==> config.mk <==
export PLATFORM = sky130hd
export DESIGN_NAME = key_move_queue
export DESIGN_NICKNAME = d
export VERILOG_FILES = /design/src/rtl/key_move_queue.sv
export SDC_FILE = /design/constraint.sdc
export NUM_CORES = 1
export LEC_CHECK = 0
export BUFFER_PORTS_ARGS = -buffer_cell sky130_fd_sc_hd__buf_2
export CAP_MARGIN = 10
export CORE_UTILIZATION = 35
export DETAILED_ROUTE_END_ITERATION = 6
export GPL_ROUTABILITY_DRIVEN = 0
export PLACE_DENSITY_LB_ADDON = 0.25
export SLEW_MARGIN = 20
export SYNTH_ARGS = -nofsm -noshare
export SYNTH_HDL_FRONTEND = slang
export SYNTH_SLANG_ARGS = --single-unit
export TNS_END_PERCENT = 10
==> constraint.sdc <==
create_clock -name clk -period 2.9 [get_ports clk]
set_input_delay 0.145 -clock clk [delete_from_list [all_inputs] [get_ports clk]]
set_output_delay 0.145 -clock clk [all_outputs]
set_load 0.02 [all_outputs]
==> src/rtl/key_move_queue.sv <==
`default_nettype none
// +--------------------------------------------------------------------------+
// | Module   : key_move_queue                                                |
// | Purpose  : Turns the keypad scanner's held-key level into discrete maze   |
// |            move commands (one per press, auto-repeat for held direction  |
// |            keys) and buffers them in a first-word-fall-through FIFO.     |
// | Ports    : clk        - system clock, rising edge                         |
// |            reset      - asynchronous active-high reset                   |
// |            key_valid  - scanner key-present level (asynchronous)         |
// |            key_value  - scanner key code 0..15                           |
// |            cmd_pop    - consumer takes the head entry this cycle         |
// |            cmd_valid  - FIFO non-empty                                   |
// |            cmd        - head command, 0 when empty                       |
// |            overflow   - sticky, a command was dropped on a full FIFO     |
// | Revision : 1.0 - initial release                                         |
// +--------------------------------------------------------------------------+
module key_move_queue #(
  parameter int HOLD_CYCLES   = 25_000_000,
  parameter int REPEAT_CYCLES = 10_000_000,
  parameter int DEPTH_LOG2    = 2
) (
  input  logic       clk,
  input  logic       reset,
  input  logic       key_valid,
  input  logic [3:0] key_value,
  input  logic       cmd_pop,
  output logic       cmd_valid,
  output logic [2:0] cmd,
  output logic       overflow
);

  localparam int MAX_CYC = (HOLD_CYCLES > REPEAT_CYCLES) ? HOLD_CYCLES : REPEAT_CYCLES;
  localparam int CNT_W   = (MAX_CYC > 2) ? $clog2(MAX_CYC) : 1;
  localparam int DEPTH   = 1 << DEPTH_LOG2;

  localparam logic [CNT_W-1:0]    HOLD_LAST   = CNT_W'(HOLD_CYCLES - 1);
  localparam logic [CNT_W-1:0]    REPEAT_LAST = CNT_W'(REPEAT_CYCLES - 1);
  localparam logic [DEPTH_LOG2:0] FULL_COUNT  = (DEPTH_LOG2 + 1)'(DEPTH);

  typedef enum logic [1:0] {
    S_IDLE   = 2'd0,
    S_HOLD   = 2'd1,
    S_REPEAT = 2'd2,
    S_WAIT   = 2'd3
  } state_t;

  // Two-flop synchronizers for the scanner signals.
  logic       v_s1, v_s2;
  logic [3:0] k_s1, k_s2;

  always_ff @(posedge clk or posedge reset) begin
    if (reset) begin
      v_s1 <= 1'b0;
      v_s2 <= 1'b0;
      k_s1 <= 4'd0;
      k_s2 <= 4'd0;
    end else begin
      v_s1 <= key_valid;
      v_s2 <= v_s1;
      k_s1 <= key_value;
      k_s2 <= k_s1;
    end
  end

  // Key code to move command.
  logic [2:0] mapped_cmd;
  logic       mapped_dir;

  always_comb begin
    mapped_cmd = 3'd0;
    case (k_s2)
      4'd1:    mapped_cmd = 3'd1;
      4'd4:    mapped_cmd = 3'd2;
      4'd6:    mapped_cmd = 3'd3;
      4'd9:    mapped_cmd = 3'd4;
      4'd0:    mapped_cmd = 3'd5;
      4'd15:   mapped_cmd = 3'd6;
      default: mapped_cmd = 3'd0;
    endcase
  end

  assign mapped_dir = (mapped_cmd >= 3'd1) && (mapped_cmd <= 3'd4);

  // Press / auto-repeat FSM.
  state_t           state, state_nxt;
  logic [CNT_W-1:0] cnt, cnt_nxt;
  logic [2:0]       latched, latched_nxt;
  logic             push;

  always_ff @(posedge clk or posedge reset) begin
    if (reset) begin
      state   <= S_IDLE;
      cnt     <= '0;
      latched <= 3'd0;
    end else begin
      state   <= state_nxt;
      cnt     <= cnt_nxt;
      latched <= latched_nxt;
    end
  end

  always_comb begin
    state_nxt   = state;
    cnt_nxt     = cnt;
    latched_nxt = latched;
    push        = 1'b0;
    case (state)
      S_IDLE: begin
        if (v_s2) begin
          latched_nxt = mapped_cmd;
          cnt_nxt     = '0;
          if (mapped_dir) begin
            push      = 1'b1;
            state_nxt = S_HOLD;
          end else begin
            // Restart/pause push once; unmapped codes push nothing.
            push      = (mapped_cmd != 3'd0);
            state_nxt = S_WAIT;
          end
        end
      end
      S_HOLD: begin
        if (cnt == HOLD_LAST) begin
          push      = 1'b1;
          cnt_nxt   = '0;
          state_nxt = S_REPEAT;
        end else begin
          cnt_nxt = cnt + CNT_W'(1);
        end
      end
      S_REPEAT: begin
        if (cnt == REPEAT_LAST) begin
          push    = 1'b1;
          cnt_nxt = '0;
        end else begin
          cnt_nxt = cnt + CNT_W'(1);
        end
      end
      S_WAIT:  state_nxt = S_WAIT;
      default: state_nxt = S_IDLE;
    endcase
    // A release overrides everything, including a same-cycle expiry.
    if (!v_s2) begin
      state_nxt = S_IDLE;
      cnt_nxt   = '0;
      push      = 1'b0;
    end
  end

  // First-word-fall-through FIFO.
  logic [2:0]            mem [DEPTH];
  logic [DEPTH_LOG2-1:0] wr_ptr, rd_ptr;
  logic [DEPTH_LOG2:0]   count;
  logic                  full, do_pop, do_push;

  assign full    = (count == FULL_COUNT);
  assign do_pop  = cmd_pop && cmd_valid;
  // When full, a simultaneous pop frees the slot the write lands in.
  assign do_push = push && (!full || do_pop);

  always_ff @(posedge clk) begin
    if (do_push) begin
      mem[wr_ptr] <= latched_nxt;
    end
  end

  always_ff @(posedge clk or posedge reset) begin
    if (reset) begin
      wr_ptr   <= '0;
      rd_ptr   <= '0;
      count    <= '0;
      overflow <= 1'b0;
    end else begin
      if (do_push) wr_ptr <= wr_ptr + DEPTH_LOG2'(1);
      if (do_pop)  rd_ptr <= rd_ptr + DEPTH_LOG2'(1);
      case ({do_push, do_pop})
        2'b10:   count <= count + (DEPTH_LOG2 + 1)'(1);
        2'b01:   count <= count - (DEPTH_LOG2 + 1)'(1);
        default: count <= count;
      endcase
      if (push && full && !do_pop) overflow <= 1'b1;
    end
  end

  assign cmd_valid = (count != '0);
  assign cmd       = cmd_valid ? mem[rd_ptr] : 3'd0;

endmodule
`default_nettype wire

==> run summary, run 1 <==
Post-DRT Antenna Nets: 0
Relative slew margins: 0.435
DRC Markers: 0
fraction of layout cells with a size suffix above 1: 0.211
dominant synthesized flop cell: dfrtp_1
EDFF count, synth: 12
syn_area_per_cell: 10.7 um^2
Mapped Nets: 317
non-filler cells, final: 450
via count: 2389
vias in the first global route: 2311
FF-to-FF path depth: 11
Setup CP Type: reg -> reg
Total Routed Length: 6650 um
Worst Setup End Kind: flip-flop
Synth top area share: 0.375
CTS root buffer: clkbuf_8
r2r endpoint: count[1]
Setup Skew: 0.00757 ns
# H-tree levels: 3
Leak: 1.62 nW
outcome: finished, violations left
DRT iter0 DRCs: 84
total grt overflow: 0
cell area power density: 762 mW/mm^2
core box area: 0.00881 mm^2
first-pass GRT wire length: 11300 um
sequential share of the synthesized area: 0.487
Syn Inst Count: 299
Final period util: 0.941
# diodes: 0
Layout area overhead: 17.1%
Hold WC Path Type: in -> async
Worst-Margin Slew: 0.846 ns
TritonCTS clock tree: done
Adder-Cell Fraction of Synth Area: 0.0414
setup repair after global routing missed its margin: no
Max VDD drop: 0.343 mV
final setup violation count: 0
synthesized cell area: 0.00320 mm^2
Hold Worst Slack: -0.0577 ns
die area: 0.00954 mm^2
CP required: 3.12 ns
multiplexer share of the synthesized area: 0.0438
antenna violations before repair: 0
routed vias/inst: 5.31
failing checks: hold timing
Max Freq: 366 MHz
Clk pin slew, worst setup/hold paths: 0.07 ns
Final Net Count: 355
Num CTS Buffers: 9
Die X-Extent: 97.7 um
Chip Height: 97.7 um
DP Wirelength: 4510 um
WL/cell: 14.8 um
worst setup margin: 0.170 ns
max-capacitance violation count: 0
largest net degree at the start of global routing: 49
Synth area leaders: dfrtp_1 38%, edfxtp_1 11%, ha_1 3.5%
CP Capture Point: count[1]
number of cell rows: 34
gr usage total: 0.151
Tot Pwr: 2.86 mW
simple-gate share of the synthesized area: 0.245
Post-synth ARST share: 0.800
pre-CTS setup slack: 0.109 ns
RR Startpoint: state[1]
Worst R2R Setup Slack: 0.17 ns
Worst setup SP type: flip-flop
final hold violations: 48
Crit Path Max Fanout: 4
complex-gate fraction of the synthesized area: 0.128
final slew viol count: 0
final worst path period need: 2.73 ns
Skew-Pair Late Insertion Delay: 0.34 ns
synth warn: 0
largest family of logic cells by synthesized area: simple AND/OR/NAND/NOR gates
synth unique cells: 60
Pre-antenna DRT Iters: 4
IO Port Bufs: 12
IO Pins: 13
Synth Area in XOR/XNOR: 0.0273
area leader, netlist: dfrtp_1
Crit path arrival time: 2.95 ns
placed cells: 428
FF+latch count, synth: 60
crit path launch: state[1]
Starting Density: 0.364
CTS Sinks: 60
Clock Path Buffers: 2
## critical path: stages (launching register included)
cell and delay, ns:
dfrtp_1 0.41, inv_2 0.08, ha_1 0.16, or4b_4 0.48, nor4_4 0.19, o31ai_2 0.09, and2_1 0.15, fa_1 0.47
nor2b_1 0.15, a31o_2 0.20, o21ai_1 0.14, nand3_1 0.08
## worst min path at each step
| stage | from | endpoint | cells past startpoint |
|---|---|---|---|
| after floorplan | key_value[0] | k_s1[0] | 0 |
| after global placement | key_value[1] | k_s1[1] | 1 |
| after detailed placement | key_value[1] | k_s1[1] | 1 |
| after CTS | reset | latched[1] | 2 |
| after global routing | reset | latched[1] | 2 |
| final | reset | cnt[0] | 2 |
## kinds of logic (layout without fill, tap and decap cells)
group           after synthesis  after routing
xor+xnor                     10             10
simple gates                130            130
fa+ha+maj                    10             10
buf+inv                      19             62
compound gates               60             60
flops                        60             60
mux                          10             10
## synthesized netlist by cell type (7+ instances only)
cell type  number
a21oi_1        11
a31oi_1        12
and2_1          7
dfrtp_1        48
edfxtp_1       12
ha_1            9
inv_1          10
nand2_1        24
nand3_1        20
nand4_1         9
nor2_1         22
o21ai_0        12
## sequential cells by signal, indices dropped and copies added, names as in the netlist
| name | flops |
|---|---|
| mem | 12 |
| k_s2 | 4 |
| wr_ptr | 2 |
| rd_ptr | 2 |
| state | 2 |
| latched | 3 |
| cnt | 25 |
| k_s1 | 4 |
| v_s1 | 1 |
| v_s2 | 1 |
| overflow | 1 |
| count | 3 |
## cell type report
class                   count  area [um^2]
flip-flops and latches     60         1560
inverters                  10         38.8
multi-input cells         220         1570
fillers                   837         5060
clock buffers              10          128
well taps                 108          135
clock inverters             6         63.8
repair buffers             36          253
## cells in the final DEF (no fill, tap or decap), types with 6 or more instances in the layout
cell type,n
nand4_1,9
a31oi_1,12
inv_1,8
and2_1,7
buf_2,12
nand3_1,20
nand2_1,24
o21ai_0,11
xnor2_1,6
nor2_1,22
and3_1,6
a21oi_1,11
ha_1,8
buf_4,19
nor2b_1,6
clkbuf_8,9
dfrtp_1,48
nand2b_1,6
edfxtp_1,12
## stage by stage
stage,utilization,cell area (um^2),TNS (ns)
floorplan,-,3200,-0.0438
global route,0.426,3750,0
finish,0.426,3750,0
detailed placement,0.396,3480,0
CTS,0.423,3720,0
global placement,0.396,3480,0
## timing repair
action	CTS	global route
resized for setup	0	5
hold buffers	5	0
endpoints found under the setup margin	0	1
endpoints found under the hold margin	5	0
buffers inserted	0	1
## report_power, final
group / switching [mW] / internal [mW] / total [mW]
sequential: 0.127 / 0.992 / 1.12
combinational: 0.533 / 0.441 / 0.975
clock: 0.366 / 0.397 / 0.763
## layer usage
layer  part of all wire  global-route usage  wire [um]
met1               0.48               0.198       3170
met2               0.48               0.242       3190
met3              0.029              0.0360        196
met4              0.013              0.0583         89
met5                  0                   0          0
Power figures use the tool's default switching activity.
==> run 2, diff against run 1 <==
--- a/config.mk
+++ b/config.mk
@@ -8,6 +8,7 @@
 export BUFFER_PORTS_ARGS = -buffer_cell sky130_fd_sc_hd__buf_2
 export CAP_MARGIN = 10
 export CORE_UTILIZATION = 35
+export CTS_BUF_LIST = sky130_fd_sc_hd__clkbuf_8
 export DETAILED_ROUTE_END_ITERATION = 6
 export GPL_ROUTABILITY_DRIVEN = 0
 export PLACE_DENSITY_LB_ADDON = 0.25
==> run 2 against run 1 <==
- the flow still finishes with violations (hold timing)
- via count about the same
- non-clock buffer count stayed put
- wire length did not move
- global-route usage unchanged
- utilization stayed put
- flip-flop and latch count is the same
- critical path depth stayed put
- critical path type unchanged
- highest routed layer unchanged
==> run summary, run 2 (synthesis results as in run 1) <==
outcome: finished, violations left
failing checks: hold timing
Crit Path Max Fanout: 4 (unchanged)
Hold Worst Slack: -0.0578 ns (-0.000125 ns)
final worst path period need: 2.73 ns (+0.000650 ns)
clock share of power: 0.266 (about the same)
Num CTS Buffers: 9 (unchanged)
setup repair after global routing missed its margin: no
Max Freq: 366 MHz (about the same)
Skew-Pair Late Insertion Delay: 0.34 ns (about the same)
non-filler cells, final: 450 (unchanged)
final hold violations: 48 (unchanged)
FF-to-FF path depth: 11 (unchanged)
max-capacitance violation count: 0 (unchanged)
die area: 0.00954 mm^2 (unchanged)
IO Port Bufs: 12 (unchanged)
cells along the critical path: inv_2 -> ha_1 -> or4b_4 -> nor4_4 -> o31ai_2 -> and2_1 -> fa_1 -> nor2b_1 -> a31o_2 -> o21ai_1 -> nand3_1
max incr delay on CP: 0.48 ns (about the same)
Clock Path Buffers: 2 (unchanged)
Switching Fraction: 0.360 (+0.000496)
Switch Pwr: 1.03 mW (about the same)
CTS Sinks: 60 (unchanged)
Comb pwr share: 0.342 (about the same)
Chip Height: 97.7 um (unchanged)
CTS root buffer: clkbuf_8
Slowest-stage cell, CP: or4b_4
DRT iter0 DRCs: 84 (unchanged)
grt peak-use layer: met2
antenna violations before repair: 0 (unchanged)
Die X-Extent: 97.7 um (unchanged)
final setup violation count: 0 (unchanged)
final slew viol count: 0 (unchanged)
met3 Resource Use GR: 0.0360 (unchanged)
internal power: 1.83 mW (-0.19%)
largest net degree at the start of global routing: 49 (unchanged)
Hold WC Path Type: in -> async
# diodes: 0 (unchanged)
Worst-Margin Slew: 0.846 ns (unchanged)
TritonCTS clock tree: done
vias in the first global route: 2311 (unchanged)
# H-tree levels: 3 (unchanged)
biggest registers after layout: cnt (25), mem (12)
Worst Setup End Kind: flip-flop
total grt overflow: 0 (unchanged)
core box area: 0.00881 mm^2 (unchanged)
Worst setup SP type: flip-flop
via count: 2388 (-0.042%)
Final Net Count: 355 (unchanged)
Leak: 1.62 nW (+0.26%)
largest reg by FF count: cnt
Clk pin slew, worst setup/hold paths: 0.07 ns (about the same)
gr usage total: 0.151 (unchanged)
Starting Density: 0.364 (unchanged)
setup TNS: 0 ns (unchanged)
CP required: 3.12 ns (about the same)
placed cells: 428 (unchanged)
Setup CP Type: reg -> reg
Layout area overhead: 17.1% (unchanged)
Crit path arrival time: 2.95 ns (about the same)
met2 GRT Util: 0.242 (unchanged)
most frequent cells in the layout: 48 x dfrtp_1, 24 x nand2_1, 22 x nor2_1, 20 x nand3_1, 19 x buf_4
sequential share of power: 0.392 (about the same)
Max VDD drop: 0.343 mV (about the same)
Final period util: 0.942 (about the same)
first-pass GRT wire length: 11300 um (unchanged)
Pre-antenna DRT Iters: 4 (unchanged)
fraction of layout cells with a size suffix above 1: 0.211 (unchanged)
number of flip-flops under the largest register name: 25 (unchanged)
cell area power density: 761 mW/mm^2 (-0.11%)
commonest non-fill, non-tap cell in the layout: dfrtp_1
number of cell rows: 34 (unchanged)
Relative slew margins: 0.435 (unchanged)
Total Routed Length: 6650 um (unchanged)
WL/cell: 14.8 um (unchanged)
DP Wirelength: 4510 um (unchanged)
DRC Markers: 0 (unchanged)
IO Pins: 13 (unchanged)
met1 usage: 0.198 (unchanged)
routed vias/inst: 5.31 (about the same)
Post-DRT Antenna Nets: 0 (unchanged)
Setup Skew: 0.00754 ns (-0.0000240 ns)
-- run 2: changes by cell type in the layout (fill, tap and decap cells not counted) --
cell and delta:
clkbuf_1 -1, inv_1 +1
-- run 2: cell type report --
cell class / count / area [um^2]
fill: 837 / 5060
clock inverter: 7 / 67.6
clock buffer: 9 / 124
sequential: 60 / 1560
tap: 108 / 135
multi-input combinational: 220 / 1570
timing repair buffer: 36 / 253
inverter: 10 / 38.8
-- run 2: metal layers --
metal,routed length (um),vias up
met5,0,-
met2,3200,43
li1,-,1179
met1,3160,1159
met3,198,7
met4,89,0
-- run 2: timing repair --
action                                 in CTS  in global routing
buffers inserted                            0                  1
setup endpoints to repair                   0                  1
endpoints found under the hold margin       5                  0
resized for setup                           0                  5
hold buffers                                5                  0
-- run 2: worst paths after layout --
| kind | start | endpoint | slack [ns] |
|---|---|---|---|
| max in group asynchronous | reset | overflow | 2.45 |
| max | state[1] | count[1] | 0.17 |
| min | reset | cnt[0] | -0.06 |
| min reg2reg | k_s1[0] | k_s2[0] | 0.35 |
| max reg2reg | state[1] | count[1] | 0.17 |
| min in group clk | cmd_pop | count[0] | 0.21 |
-- run 2: per-stage QoR --
stage          hold slack, ns  utilization  worst slack (ns)  cell area [um^2]  power [mW]
6_report              -0.0578        0.426             0.169              3750        2.85
5_1_grt                0.0104        0.426           0.00579              3750        3.07
4_1_cts                 0.102        0.423            0.0860              3720        2.87
3_5_place_dp            0.254        0.396             0.109              3480        2.10
3_3_place_gp            0.254        0.396             0.184              3480        2.07
2_1_floorplan           0.176            -           -0.0438              3200        1.83
-- run 2: critical path, delay by kind of cell (launching register included) --
kind / cells / cell delay, ns
AOI/OAI and AO/OA: 3 / 0.43
adders and majority gates: 2 / 0.63
buffers and inverters: 1 / 0.08
DFF: 1 / 0.41
and+or+nand+nor: 5 / 1.05
-- run 2: power groups by stage --
| stage | clock network [mW] | registers [mW] | logic, mW |
|---|---|---|---|
| floorplan | 0 | 1.09 | 0.741 |
| global route | 0.819 | 1.14 | 1.11 |
| detailed placement | 0 | 1.13 | 0.962 |
| finish | 0.760 | 1.12 | 0.975 |
| global placement | 0 | 1.13 | 0.941 |
| CTS | 0.777 | 1.12 | 0.972 |
